## src/rtl/fifo_uart_tx.sv

```systemverilog
// fifo_uart_tx: pops words from a synchronous FIFO and serializes each one
// as a UART frame (start bit, WIDTH data bits LSB first, one stop bit).
// tx, busy and tx_done are registered; fifo_rd is a combinational strobe
// decoded from the IDLE state so the FIFO is only ever read between frames.
module fifo_uart_tx #(
    parameter int WIDTH        = 8,
    parameter int CLKS_PER_BIT = 16
) (
    input  logic             clk,
    input  logic             rst,
    input  logic             fifo_empty,
    input  logic [WIDTH-1:0] fifo_dout,
    output logic             fifo_rd,
    output logic             tx,
    output logic             busy,
    output logic             tx_done
);

    localparam int BAUD_W = (CLKS_PER_BIT > 1) ? $clog2(CLKS_PER_BIT) : 1;
    localparam int BIT_W  = $clog2(WIDTH) + 1;

    localparam logic [BAUD_W-1:0] BAUD_LAST = BAUD_W'(CLKS_PER_BIT - 1);
    localparam logic [BIT_W-1:0]  BIT_LAST  = BIT_W'(WIDTH - 1);

    localparam logic [2:0] S_IDLE  = 3'd0;
    localparam logic [2:0] S_FETCH = 3'd1;
    localparam logic [2:0] S_START = 3'd2;
    localparam logic [2:0] S_DATA  = 3'd3;
    localparam logic [2:0] S_STOP  = 3'd4;

    logic [2:0]        state_q,   state_d;
    logic [BAUD_W-1:0] baud_q,    baud_d;
    logic [BIT_W-1:0]  bit_q,     bit_d;
    logic [WIDTH-1:0]  shift_q,   shift_d;
    logic              tx_q,      tx_d;
    logic              busy_q,    busy_d;
    logic              tx_done_q, tx_done_d;
    logic              bit_end;

    // Read strobe: only from IDLE, and held off while reset is asserted.
    assign fifo_rd = (state_q == S_IDLE) && !fifo_empty && !rst;

    assign tx      = tx_q;
    assign busy    = busy_q;
    assign tx_done = tx_done_q;

    // Next-state logic for the frame sequencer, baud/bit counters and shifter.
    always_comb begin
        state_d   = state_q;
        baud_d    = baud_q;
        bit_d     = bit_q;
        shift_d   = shift_q;
        tx_done_d = 1'b0;
        bit_end   = (baud_q == BAUD_LAST);

        case (state_q)
            S_IDLE: begin
                baud_d = '0;
                if (fifo_rd) begin
                    state_d = S_FETCH;
                end
            end
            S_FETCH: begin
                // FIFO data is valid one cycle after the read strobe.
                shift_d = fifo_dout;
                bit_d   = '0;
                baud_d  = '0;
                state_d = S_START;
            end
            S_START: begin
                if (bit_end) begin
                    baud_d  = '0;
                    state_d = S_DATA;
                end else begin
                    baud_d = baud_q + 1'b1;
                end
            end
            S_DATA: begin
                if (bit_end) begin
                    baud_d  = '0;
                    shift_d = shift_q >> 1;
                    bit_d   = bit_q + 1'b1;
                    if (bit_q == BIT_LAST) begin
                        state_d = S_STOP;
                    end
                end else begin
                    baud_d = baud_q + 1'b1;
                end
            end
            S_STOP: begin
                if (bit_end) begin
                    baud_d    = '0;
                    state_d   = S_IDLE;
                    tx_done_d = 1'b1;
                end else begin
                    baud_d = baud_q + 1'b1;
                end
            end
            default: begin
                state_d = S_IDLE;
            end
        endcase

        // Outputs are registered, so they are decoded from the next state.
        if (state_d == S_START) begin
            tx_d = 1'b0;
        end else if (state_d == S_DATA) begin
            tx_d = shift_d[0];
        end else begin
            tx_d = 1'b1;
        end
        busy_d = (state_d != S_IDLE);
    end

    // State and output registers; reset abandons any frame in flight.
    always_ff @(posedge clk or posedge rst) begin
        if (rst) begin
            state_q   <= S_IDLE;
            baud_q    <= '0;
            bit_q     <= '0;
            shift_q   <= '0;
            tx_q      <= 1'b1;
            busy_q    <= 1'b0;
            tx_done_q <= 1'b0;
        end else begin
            state_q   <= state_d;
            baud_q    <= baud_d;
            bit_q     <= bit_d;
            shift_q   <= shift_d;
            tx_q      <= tx_d;
            busy_q    <= busy_d;
            tx_done_q <= tx_done_d;
        end
    end

endmodule

```

## config.mk

```make
export PLATFORM = sky130hd
export DESIGN_NAME = fifo_uart_tx
export DESIGN_NICKNAME = d
export VERILOG_FILES = /design/src/rtl/fifo_uart_tx.sv
export SDC_FILE = /design/constraint.sdc
export NUM_CORES = 1
export LEC_CHECK = 0
export CAP_MARGIN = 10
export CORE_UTILIZATION = 45
export DETAILED_ROUTE_END_ITERATION = 7
export PLACE_DENSITY = 0.77
export SETUP_SLACK_MARGIN = 0.02
export SKIP_LAST_GASP = 1
export SYNTH_ARGS = -nofsm -noshare
export SYNTH_HDL_FRONTEND = slang
export SYNTH_SLANG_ARGS = --single-unit
export TNS_END_PERCENT = 100
```

## constraint.sdc

```tcl
create_clock -name clk -period 1.5 [get_ports clk]
set_input_delay 0.225 -clock clk [delete_from_list [all_inputs] [get_ports clk]]
set_output_delay 0.225 -clock clk [all_outputs]
set_load 0.005 [all_outputs]
```

==> metrics.md <==
| Metric | Value |
|---|---|
| Status | `finished, violations left` |
| Violated checks | `setup timing` |
| Syn Area/Cell | `10.0 µm²` |
| Final-report hold violation count | `0` |
| Iteration-0 DRC count of the detailed router | `27` |
| Cell Pwr Density | `529 nW/µm²` |
| Antenna-violating nets left | `0` |
| Cts-stage hold buffer count | `0` |
| Seq/Total Area, Yosys | `44.4%` |
| PortBufs | `14` |
| LEAKAGE | `roughly 0.84 nW` |
| GP Congestion | `0.902` |
| Setup_tns | `-0.000231 ns` |
| Worst-margin pin slew | `around 0.37 ns` |
| Die height | `between 50 and 60 µm` |
| Startpoint types | `flop` |
| Critical path arrival | `1.72 ns` |
| Core Area | `2540 µm²` |
| Post-Syn Nets | `137` |
| Fin crit share | `100%` |
| Minimum clock period | `1.50 ns` |
| First-pass GRT wire length | `5.35 mm` |
| Largest family of logic cells by synthesized area | `compound AO/OA/AOI/OAI gates` |
| RSZ-0062 raised after global routing | `yes` |
| Filler cell count | `178` |
| Ys Warns | `0` |
| NetSw | `0.000215 W` |
| Row cnt | `18` |
| F_max | `667 MHz` |
| Mapped Cells | `between 100 and 150` |
| Largest net degree at the start of global routing | `23` |
| Slew headroom | `75.2%` |
| CP max-delay cell | `dfrtp_1` |
| FF/Latch Area | `roughly 550 µm²` |
| Number of global-route vias before repair | `between 1,000 and 1,500` |
| CTS H-tree depth | `1` |
| Post-synth top flop | `dfrtp_1` |
| Worst path cell trace | `ha_4 > nand3_1 > a221o_1 > or2_2` |
| Boundary pin count | `15` |
| Die area | `2980 µm²` |
| Design Power | `0.000990 W` |
| Routed Wire Length | `about 3.5 mm` |
| Clock transition at path regs | `approximately 0.13 ns` |
| Detailed placer's ending HPWL | `2.23 mm` |
| Initial core utilization | `48.8%` |
| Simple-gate portion of the synthesized area | `16.8%` |
| Layout cells sized above 1 | `43.4%` |
| Setup crit end kind | `flop` |
| Initial antenna violation count | `0` |
| CTS sink cnt | `22` |
| Seq pwr share | `60.5%` |
| Gr usage total | `roughly a quarter` |
| Max FO, Critical Path | `5` |
| DRC Markers | `0` |
| Critical path's largest stage delay | `0.41 ns` |
| Final setup violation count | `1` |
| Final Hold Slack | `0.284 ns` |
| Vias per std cell | `~6.1` |
| Worst setup path class | `reg -> reg` |
| Max Cap Violations | `0` |
| Vias | `about 1,200` |
| Peak VDD IR | `0.000656 V` |
| Slew Viols, Final | `0` |
| Number of detailed-route iterations in the first pass | `4` |
| Clock latency on the worst-skew pair | `approximately 0.32 ns` |
| CTS Buf Count | `3` |
| Synth-to-layout area growth | `50.5%` |
| Total gr overflow | `0` |
| Die width | `54.5 µm` |
| Worst Skew | `0.00455 ns` |
| Worst Hold Class | `in -> async` |
| #FFs+latches synth | `22` |
| Final WS setup | `-0.000231 ns` |
| Nets | `between 150 and 200` |
| Post-Synthesis Cell Area | `1240 µm²` |
| Synth Area in XOR/XNOR | `0.705%` |
| Post-synthesis mux area share | `2.52%` |
| Antenna cells | `0` |
| Compound-Gate Fraction of Synth Area | `25.9%` |
| Cell variety after synth | `45` |
| Synth Area in Adders | `2.01%` |
| Multi-input gate area | `approximately 720 µm²` |
| Clock power frac | `between 30% and 40%` |
| Comb power frac | `5.1%` |
| Clock buffer depth | `2` |
| Req. time, crit path | `1.72 ns` |
| CTS tree | `yes` |
| Switching part of the total power | `21.7%` |
| Internal power | `0.000775 W` |
| Drt wl/cell | `~17 µm` |
| Clk root buf | `clkbuf_4` |
| Post-synth EDFFs | `0` |
| Async set or reset register ratio after synthesis | `100%` |
==> power by group through the flow <==
stage	Sequential [W]	Clock, W	Combinational [W]
floorplan	0.000609	0	0.0000161
global placement	0.000609	0	0.0000477
detailed placement	0.000609	0	0.0000490
global route	0.000599	0.000364	0.0000561
finish	0.000599	0.000341	0.0000507
CTS	0.000598	0.000337	0.0000505
==> layout make-up <==
type	instances	share of cell area, %
Inverter	7	1.54
Multi-Input combinational cell	85	38.4
Tap cell	30	2.01
Timing Repair Buffer	55	26.5
Sequential cell	22	29.7
Clock buffer	4	1.94
==> worst paths after layout <==
path / startpoint / to / slack (ns) / cells after the start
worst min register to register: shift_q[6]$_DFFE_PP0P_ / shift_q[6]$_DFFE_PP0P_ / 0.52 / 1
max in group asynchronous: rst / tx$_DFF_PP1_ / 0.94 / 3
min in group clk: fifo_dout[4] / shift_q[4]$_DFFE_PP0P_ / 0.48 / 3
worst max register to register: baud_q[1]$_DFFE_PP0P_ / shift_q[0]$_DFF_PP0_ / -0.0002 / 4
worst max-delay path: baud_q[1]$_DFFE_PP0P_ / shift_q[0]$_DFF_PP0_ / -0.0002 / 4
worst min-delay path: rst / state_q[2]$_DFF_PP0_ / 0.28 / 3
==> metrics by stage <==
step                      utilization [%]  instance area (µm²)  setup slack (ns)  instances
after detailed placement             61.0                 1550            -0.155        183
after floorplan                         -                 1240            0.0979        124
final                                73.5                 1870         -0.000231        203
after global placement               61.0                 1550            -0.129        183
after CTS                            66.8                 1700            -0.104        201
after global routing                 73.5                 1870           -0.0391        203
==> cells in the final DEF (no fill, tap or decap), types with 3 or more instances in the layout <==
| cell type | Yosys | final |
|---|---|---|
| a21oi_1 | 9 | 8 |
| a31o_2 | 5 | 5 |
| buf_4 | 5 | 30 |
| buf_6 | 1 | 9 |
| clkbuf_4 | 0 | 3 |
| clkdlybuf4s50_1 | 0 | 12 |
| dfrtp_1 | 21 | 19 |
| inv_1 | 7 | 6 |
| nand2_1 | 6 | 6 |
| nand3_1 | 3 | 3 |
| nor3_1 | 5 | 3 |
| o22ai_1 | 6 | 4 |
| o31ai_1 | 7 | 5 |
==> layer usage <==
layer,vias up,share of wire [%],track usage [%]
li1,577,-,-
met1,598,39,30.3
met2,50,54,47.2
met3,9,4.5,3.06
met4,0,2.5,10.7
met5,-,0,0
==> synth_stat cells, types with 2 or more instances <==
master,instances,area [µm²]
a21oi_1,9,45.0
a31o_2,5,43.8
and3_1,3,18.8
buf_2,4,20.0
buf_4,5,37.5
dfrtp_1,21,526
ha_1,2,25.0
inv_1,7,26.3
mux2i_1,2,20.0
nand2_1,6,22.5
nand3_1,3,15.0
nor2_1,2,7.51
nor2b_1,3,18.8
nor3_1,5,25.0
o211ai_1,2,15.0
o21ai_0,3,15.0
o22ai_1,6,37.5
o31ai_1,7,52.6
o32ai_1,2,17.5
o41ai_1,2,17.5
==> sequential cells by signal, summed over array words and instances, names as in the netlist <==
name / count
tx_done: 1
tx: 1
bit_q: 4
state_q: 3
baud_q: 4
shift_q: 8
busy: 1
==> worst max-delay path, delay by kind of cell, from the launching register on <==
kind | cells | cell delay [ns]
fa+ha+maj | 1 | 0.18
simple gates | 2 | 0.45
flops | 1 | 0.41
compound gates | 1 | 0.37
==> what timing repair did <==
item | CTS | global route
pin swaps | 3 | 10
buffers inserted | 14 | 8
gates resized for setup | 5 | 39
endpoints found under the setup margin | 6 | 22
==> logic make-up after synthesis <==
kind of cell,count (synthesis)
and+or+nand+nor,34
buffers and inverters,17
xor gates and xnor gates,1
AOI/OAI and AO/OA,45
DFF,22
muxes,3
adders and majority gates,2
Power figures use the tool's default switching activity.
